<file path="config.mk">
export PLATFORM = sky130hd
export DESIGN_NAME = mouse_limit_clamp
export DESIGN_NICKNAME = d
export VERILOG_FILES = /design/src/rtl/mouse_limit_clamp.sv
export SDC_FILE = /design/constraint.sdc
export NUM_CORES = 1
export LEC_CHECK = 0
export ABC_AREA = 1
export CELL_PAD_IN_SITES_DETAIL_PLACEMENT = 1
export CELL_PAD_IN_SITES_GLOBAL_PLACEMENT = 2
export CORE_MARGIN = 2
export CORE_UTILIZATION = 36
export CTS_CLUSTER_SIZE = 28
export DETAILED_ROUTE_END_ITERATION = 10
export HOLD_SLACK_MARGIN = 0.06
export PLACE_DENSITY = 0.84
export SETUP_SLACK_MARGIN = 0.1
export SKIP_CTS_REPAIR_TIMING = 1
export SLEW_MARGIN = 20
export SYNTH_ARGS = -nofsm -noshare
export SYNTH_HDL_FRONTEND = slang
export SYNTH_SLANG_ARGS = --single-unit
</file>
<file path="constraint.sdc">
create_clock -name clk -period 8.6 [get_ports clk]
set_input_delay 0.86 -clock clk [delete_from_list [all_inputs] [get_ports clk]]
set_output_delay 0.86 -clock clk [all_outputs]
set_load 0.02 [all_outputs]
</file>
<file path="src/rtl/mouse_limit_clamp.sv">
// Clamps raw mouse positions to programmable X/Y limits.
// Pipeline: stage 1 compares against the limits, stage 2 clamps, then the output register.
module mouse_limit_clamp #(
    parameter int unsigned DEFAULT_MAX_X = 800,
    parameter int unsigned DEFAULT_MAX_Y = 600
) (
    input  logic        clk,
    input  logic        rst,
    input  logic [11:0] value,
    input  logic        setmax_x,
    input  logic        setmax_y,
    input  logic [11:0] xpos_in,
    input  logic [11:0] ypos_in,
    input  logic        pos_valid,
    output logic [11:0] xpos,
    output logic [11:0] ypos,
    output logic        pos_valid_out,
    output logic        edge_x,
    output logic        edge_y,
    output logic        moved,
    output logic        limits_ready
);

    localparam logic [11:0] DefMaxX = 12'(DEFAULT_MAX_X);
    localparam logic [11:0] DefMaxY = 12'(DEFAULT_MAX_Y);

    logic [11:0] max_x_q, max_y_q;
    logic        got_x_q, got_y_q;
    logic [11:0] load_val;

    logic        s1_valid_q;
    logic [11:0] s1_x_q, s1_y_q, s1_lim_x_q, s1_lim_y_q;
    logic        s1_over_x_q, s1_over_y_q;

    logic        s2_valid_q;
    logic [11:0] s2_x_q, s2_y_q;
    logic        s2_edge_x_q, s2_edge_y_q;

    // A zero limit is stored as 1 so max-1 never underflows.
    always_comb begin
        load_val = (value == 12'd0) ? 12'd1 : value;
    end

    always_ff @(posedge clk or posedge rst) begin
        if (rst) begin
            max_x_q      <= DefMaxX;
            max_y_q      <= DefMaxY;
            got_x_q      <= 1'b0;
            got_y_q      <= 1'b0;
            limits_ready <= 1'b0;
        end else begin
            if (setmax_x) begin
                max_x_q <= load_val;
                got_x_q <= 1'b1;
            end
            if (setmax_y) begin
                max_y_q <= load_val;
                got_y_q <= 1'b1;
            end
            limits_ready <= (got_x_q | setmax_x) & (got_y_q | setmax_y);
        end
    end

    // Limits are snapshotted here so later loads cannot affect a sample in flight.
    always_ff @(posedge clk or posedge rst) begin
        if (rst) begin
            s1_valid_q  <= 1'b0;
            s1_x_q      <= '0;
            s1_y_q      <= '0;
            s1_lim_x_q  <= '0;
            s1_lim_y_q  <= '0;
            s1_over_x_q <= 1'b0;
            s1_over_y_q <= 1'b0;
        end else begin
            s1_valid_q <= pos_valid;
            if (pos_valid) begin
                s1_x_q      <= xpos_in;
                s1_y_q      <= ypos_in;
                s1_lim_x_q  <= max_x_q - 12'd1;
                s1_lim_y_q  <= max_y_q - 12'd1;
                s1_over_x_q <= xpos_in >= max_x_q;
                s1_over_y_q <= ypos_in >= max_y_q;
            end
        end
    end

    always_ff @(posedge clk or posedge rst) begin
        if (rst) begin
            s2_valid_q  <= 1'b0;
            s2_x_q      <= '0;
            s2_y_q      <= '0;
            s2_edge_x_q <= 1'b0;
            s2_edge_y_q <= 1'b0;
        end else begin
            s2_valid_q <= s1_valid_q;
            if (s1_valid_q) begin
                s2_x_q      <= s1_over_x_q ? s1_lim_x_q : s1_x_q;
                s2_y_q      <= s1_over_y_q ? s1_lim_y_q : s1_y_q;
                s2_edge_x_q <= s1_over_x_q;
                s2_edge_y_q <= s1_over_y_q;
            end
        end
    end

    always_ff @(posedge clk or posedge rst) begin
        if (rst) begin
            xpos          <= '0;
            ypos          <= '0;
            edge_x        <= 1'b0;
            edge_y        <= 1'b0;
            pos_valid_out <= 1'b0;
            moved         <= 1'b0;
        end else begin
            pos_valid_out <= s2_valid_q;
            moved         <= s2_valid_q && ((s2_x_q != xpos) || (s2_y_q != ypos));
            if (s2_valid_q) begin
                xpos   <= s2_x_q;
                ypos   <= s2_y_q;
                edge_x <= s2_edge_x_q;
                edge_y <= s2_edge_y_q;
            end
        end
    end

endmodule

</file>
## Word level (Yosys, flattened, before mapping)

Cells that the tools add are included.

- Register bits after elaboration: 133
- Input port bits: 41
- Output and inout port bits: 29
- Logic and storage cells: 38

- Add/subtract/negate cells: 2
- Magnitude comparators: 2
- Equal/unequal tests: 2
- Multiplexer cells: 3
- Bitwise operators: 3
- Reduce and logical (&&, ||, !) cells: 3

Operators with widths:

| cell | number |
|---|---|
| $mux W12 | 3 |
| $ge A12 B12 Y1 | 2 |
| $ne A12 B12 Y1 | 2 |
| $sub A12 B1 Y12 const B | 2 |
| $logic_not A12 Y1 | 1 |
| $or A1 B1 Y1 | 2 |
| $and A1 B1 Y1 | 1 |
| $logic_and A1 B1 Y1 | 1 |
| $logic_or A1 B1 Y1 | 1 |

## Longest topological paths before layout

Gate-level depths: netlist of the first run.

- Depth in word-level cells: 3
- Gate-level depth with buffers: 10
- Gate-level depth less buffers: 10

## Worst setup path after synthesis of the first run

No wires, ideal clock.

- Path kind: in2reg
- Start: input xpos_in[9]
- End: register s1_over_x_q
- Setup time: 0.124 ns
- Arrival: 1.577 ns
- Data required time: 8.476 ns
- Path slack: 6.900 ns
- Stages on the path: 7
- Buffers on the path: 0
- Cells stage by stage: ha_1 > nand2_1 > inv_1 > o21bai_1 > nand3_1 > a21oi_1 > a21oi_1

- Word-level cells in the longest chain between the ends: 1

RTL lines:

| what | RTL line | RTL |
|---|---|---|
| start: declaration | 12 | `input logic [11:0] xpos_in,` |
| $ge A12 B12 Y1 | 81 | `s1_over_x_q <= xpos_in >= max_x_q;` |
| end signal: assignment | 81 |  |
| end: declaration | 33 | `logic s1_over_x_q, s1_over_y_q;` |

Every way passes these cells.
A chain may end at the register's enable or synchronous reset.

==> results.yml, run 1 <==
run_status:
  status: "complete, no violations"
sta:
  fin_setup_tns_ns: 0
  maxSlewHeadroom_pct: 35.6
  rsz0062_at_grt: "false"
  finalSetupViolCount: 0
  worst_pin_slew_ns: 0.967
  finalHoldViolCount: 0
  finalMaxSlewViolations: 0
  fin_crit_sh_pct: 27.6
  layout_min_cycle_time_ns: 2.37
  skew_ns: 0.00668
  max_freq_mhz: 421
yosys:
  ys_seq_elements: 133
  netlist_area_um2: 6520
  yosys_warnings: 0
  yosysSeqAreaShare_pct: 51.2
  synth.distinct_cells: 32
  syn_avg_cell_area_um2: 8.25
  synth_cells: 790
  syn_nets: 857
layout:
  diodes: 0
  finish.utilization_pct: 44.7
  stdcell_count: 1091
  drive_above_1_share_pct: 6.50
  final_area_um2: 7970
  fillerInstances: 2143
  finalNetCount: 916
  syn2layout_area_growth_pct: 22.3
die:
  die_y_um: 139
  fp.dieArea_um2: 19200
  rows: 49
  io_pins: 70
  initial_core_util_pct: 36.5
  fp.dieW_um: 139
  core_um2: 17800
routing:
  drc: 0
  first_iter_violations: 221
  drtPass1Iterations: 4
  routed_wl_mm: 16.7
  post_drt_via_cell_ratio: 4.81
  wl_per_cell_um: 15.3
  drtAntennaViolNets: 0
  vias: 5247
worst_setup_path:
  r2r_cells: 3
  cp_max_fo: 56
  r2r_start: "s1_valid_q$_DFF_PP0_"
  required_ns: 8.90
  endpoint: "s1_over_x_q$_DFFE_PP0P_"
  r2r-end: "s2_x_q[4]$_DFFE_PP0P_"
  r2r_slack_ns: 6.89
  critPathLaunch: "pos_valid"
  setup.worst_path.class: "primary input to flop"
  crit_arrival_ns: 2.68
  start_kind: "primary input"
  end_kind: "flop"
clocking:
  clk_pin_slew_ns: 0.05
  cts_buffer_depth: 2
  cts_sinks: 133
  cts_buffers: 17
  insertion_delay_ns: 0.42
  tritoncts: "yes"
  clock-root-buffer: "clkbuf_16"
  htreeDepth: 4
power:
  power_density_nw_per_um2: 236
  p_leak_nw: 3.79
  total_power_mw: 1.88
  max-vdd-ir-drop_mv: 0.157
grt:
  grt_max_degree: 79
  antenna_found_initial: 0
  grt_pass1_vias: 5572
  grt_pass1_wl_mm: 28.0
  grt_overflow: 0
  grt_util_all_layers_pct: 18.2
hold_path:
  hold_path_class: "flop to flop"
placed_design:
  port-buffer-count: 69
  hpwl_mm: 12.4
  gp_congestion: 0.781
  dp_cells: 1059
  placedInstanceArea_um2: 7370
job:
  max-cap-violations: 0
[cell families after synthesis]
group | count (synthesis) | synth area share [%]
AO/OA/AOI/OAI | 155 | 12.9
XOR/XNOR | 15 | 2.02
adder cells (fa/ha/maj) | 26 | 4.99
buffers and inverters | 129 | 7.77
flip-flops | 133 | 51.2
AND/OR/NAND/NOR | 332 | 21.1
[cells in the final DEF (no fill, tap or decap), types with 2 or more instances in the layout]
cell type / count
nand2_1: 249
dfrtp_1: 126
o21ai_0: 102
inv_1: 93
clkdlybuf4s50_1: 68
nor2_1: 40
ha_1: 26
nand3_1: 18
clkbuf_16: 17
o21ai_1: 14
a21oi_1: 12
xnor2_1: 11
o211ai_1: 10
a22oi_1: 8
clkbuf_1: 8
dfstp_2: 7
nor3_1: 4
inv_2: 4
o21bai_1: 4
nor2_4: 4
xor2_1: 4
clkbuf_8: 4
nand4_1: 3
nor3_2: 3
nand2_2: 3
bufinv_16: 3
or2_2: 2
a21boi_0: 2
nor2_2: 2
a31oi_1: 2
nand2_4: 2
buf_4: 2
[flip-flops by register name, summed over array words and instances, names as in the netlist, 12 cells and up]
name        flops
s2_x_q         12
s2_y_q         12
s1_lim_x_q     12
s1_lim_y_q     12
s1_y_q         12
max_y_q        12
s1_x_q         12
xpos           12
max_x_q        12
ypos           12
[power by group]
part / switching (mW) / total, mW / internal, mW
clock: 0.252 / 0.739 / 0.487
sequential: 0.0731 / 0.785 / 0.712
combinational: 0.210 / 0.358 / 0.148
[Yosys cell counts]
cell / instances / area (um2)
buf_1: 1 / 3.75
ha_1: 26 / 325
nand4_1: 3 / 18.8
a21oi_1: 12 / 60.1
o211ai_1: 10 / 75.1
clkbuf_1: 12 / 45.0
and2_1: 1 / 6.26
inv_1: 94 / 353
a21boi_0: 2 / 15.0
nand2_1: 249 / 935
or2_2: 2 / 12.5
buf_2: 18 / 90.1
xor2_1: 4 / 35.0
a31oi_1: 2 / 12.5
nand2_2: 3 / 18.8
o21bai_1: 4 / 30.0
nor3_1: 4 / 20.0
xnor2_1: 11 / 96.3
nor3_4: 1 / 16.3
a22oi_1: 8 / 60.1
o21ai_1: 14 / 70.1
dfrtp_1: 126 / 3150
nor3_2: 3 / 30.0
nand3_1: 18 / 90.1
nor2_4: 4 / 45.0
inv_2: 4 / 15.0
nor2_1: 40 / 150
o21ai_0: 102 / 510
nor2_2: 2 / 12.5
nand2_4: 2 / 22.5
dfstp_2: 7 / 184
a21o_1: 1 / 7.51
[stage by stage]
stage	setup slack (ns)	hold WS, ns
4_1_cts	6.16	0.445
5_1_grt	5.93	0.464
2_1_floorplan	4.20	0.349
6_report	6.23	0.445
3_3_place_gp	5.72	0.435
3_5_place_dp	5.71	0.433
[critical path, cell delays in order]
cell and delay (ns):
buf_2 0.70, inv_2 0.56, nor2_1 0.22, nand3_1 0.11, a21oi_1 0.12, a21oi_1 0.07
[routing by layer]
metal	track usage, %	wire length (um)	vias to the layer above
met5	0	0	-
met4	5.16	205	0
met3	3.31	403	18
met2	29.3	7900	67
met1	25.3	8180	2543
li1	-	-	2619
[worst min path at each step]
stage | from | end | slack [ns] | cells after the start
final | got_y_q$_DFFE_PP0P_ | got_y_q$_DFFE_PP0P_ | 0.44 | 1
after global routing | got_x_q$_DFFE_PP0P_ | got_x_q$_DFFE_PP0P_ | 0.46 | 1
after detailed placement | got_y_q$_DFFE_PP0P_ | got_y_q$_DFFE_PP0P_ | 0.43 | 1
after global placement | got_y_q$_DFFE_PP0P_ | got_y_q$_DFFE_PP0P_ | 0.43 | 1
after floorplan | s2_valid_q$_DFF_PP0_ | pos_valid_out$_DFF_PP0_ | 0.35 | 0
after CTS | got_y_q$_DFFE_PP0P_ | got_y_q$_DFFE_PP0P_ | 0.44 | 1
[cell type report]
cell class | count | area (um2) | share of cell area [%]
sequential | 133 | 3340 | 41.9
multi-input combinational | 528 | 2680 | 33.6
timing repair buffer | 71 | 701 | 8.79
clock buffer | 29 | 510 | 6.41
inverter | 98 | 370 | 4.65
tap | 229 | 287 | 3.59
clock inverter | 3 | 90.1 | 1.13
No activity file was read; power rests on OpenSTA's default activity.
==> inputs of run 2 (changes only) <==
Settings changed: CORE_UTILIZATION 36 to 31, PLACE_DENSITY 0.84 to 0.77.
Clock period 8.6 ns to 2 ns, I/O delays scaled along.
==> results.yml, run 2 (synthesis results as in run 1) <==
layout:
  multi_input_area_um2: 2680
  diodes: 0
  syn2layout_area_growth_pct: 24.6
  finalNetCount: 929
  seqCellArea_um2: 3340
  drive_above_1_share_pct: 8.58
  final_area_um2: 8130
  layout_common_cells: "nand2_1 (249), dfrtp_1 (126), o21ai_0 (102), inv_1 (93), clkdlybuf4s50_1 (68)"
  fillerInstances: 2497
  final_common_cell: "nand2_1"
die:
  initial_core_util_pct: 31.3
  fp.dieArea_um2: 22200
  core_um2: 20800
  rows: 53
  die_y_um: 149
  io_pins: 70
  fp.dieW_um: 149
worst_setup_path:
  cpPeakStageDelay_ns: 0.63
  r2r_cells: 9
  setup.worst_path.class: "flop to primary output"
  cp_top_family: "buffers and inverters"
  path_cells: "clkdlybuf4s50_1"
  cp_max_fo: 3
  critPathBufInv: 1
  r2r-end: "s1_lim_y_q[8]$_DFFE_PP0P_"
  cpMaxStageDelayCell: "clkdlybuf4s50_1"
  r2r_start: "max_y_q[1]$_DFFE_PP0P_"
  required_ns: 1.80
  end_kind: "primary output"
  r2r_slack_ns: 0.45
  start_kind: "flop"
  crit_arrival_ns: 1.46
grt:
  grt_util_all_layers_pct: 16.5
  grt_overflow: 0
  antenna_found_initial: 0
  grt_pass1_vias: 5410
  grt_max_degree: 76
  grt_pass1_wl_mm: 28.3
power:
  total_power_mw: 8.01
  max-vdd-ir-drop_mv: 0.602
  p_leak_nw: 3.83
  power_density_nw_per_um2: 986
clocking:
  insertion_delay_ns: 0.43
  cts_buffer_depth: 2
  cts_buffers: 17
  cts_sinks: 133
  htreeDepth: 4
  tritoncts: "yes"
  clock-root-buffer: "clkbuf_16"
  clk_pin_slew_ns: 0.06
sta:
  max_freq_mhz: 603
  worst_pin_slew_ns: 0.804
  finalMaxSlewViolations: 0
  rsz0062_at_grt: "false"
  finalHoldViolCount: 0
  finalSetupViolCount: 0
  maxSlewHeadroom_pct: 46.4
  layout_min_cycle_time_ns: 1.66
  skew_ns: 0.0135
  fin_crit_sh_pct: 82.9
  fin_setup_tns_ns: 0
routing:
  drc: 0
  wl_per_cell_um: 14.8
  post_drt_via_cell_ratio: 4.58
  drtPass1Iterations: 4
  vias: 5259
  routed_wl_mm: 17.0
  first_iter_violations: 182
  drtAntennaViolNets: 0
placed_design:
  placedInstanceArea_um2: 7550
  hpwl_mm: 12.5
  port-buffer-count: 69
  gp_congestion: 0.767
hold_path:
  hold_path_class: "primary input to asynchronous set/reset pin"
run_status:
  status: "complete, no violations"
job:
  max-cap-violations: 0
[run 2: worst max path at each step]
stage                              end  slack, ns  cells past startpoint           startpoint
5_1_grt                        ypos[3]       0.28                      1  ypos[3]$_DFFE_PP0P_
3_5_place_dp   s1_over_y_q$_DFFE_PP0P_       0.37                      7          ypos_in[11]
4_1_cts                        ypos[3]       0.30                      1  ypos[3]$_DFFE_PP0P_
2_1_floorplan       edge_x$_DFFE_PP0P_       0.15                      1                  rst
3_3_place_gp   s1_over_y_q$_DFFE_PP0P_       0.40                      7          ypos_in[11]
6_report                       xpos[2]       0.34                      1  xpos[2]$_DFFE_PP0P_
[run 2: area by class of cell]
type / count / share of cell area (%)
Clock inverter: 12 / 1.62
Inverter: 98 / 4.57
Tap cell: 275 / 4.23
Clock buffer: 19 / 5.45
Multi-Input combinational cell: 528 / 32.9
Sequential cell: 133 / 41.1
Timing Repair Buffer: 84 / 10.1
[run 2: through the flow]
stage / util, % / cells / hold WS (ns) / worst slack (ns)
after floorplan: - / 790 / 0.231 / 0.155
after CTS: 39.0 / 1149 / 0.246 / 0.297
after global routing: 39.0 / 1149 / 0.266 / 0.277
after detailed placement: 36.3 / 1118 / 0.433 / 0.367
final: 39.0 / 1149 / 0.227 / 0.342
after global placement: 36.3 / 1118 / 0.431 / 0.396
[run 2: power by group]
| part | internal [mW] | switching (mW) |
|---|---|---|
| clock network | 1.86 | 1.23 |
| registers | 3.06 | 0.293 |
| logic | 0.661 | 0.914 |
[run 2: worst min-delay path: cells and delay by family]
family,cells,cell delay [ns]
buf+inv,3,0.84
[run 2: metal layers]
metal  vias to the layer above  global-route usage (%)  share of wire (%)  wire [um]
li1                       2660                       -                  -          -
met3                        14                    3.18                2.8        476
met2                        66                    25.9                 46       7730
met1                      2519                    23.2                 51       8580
met5                         -                       0                  0          0
met4                         0                    4.71                1.2        196
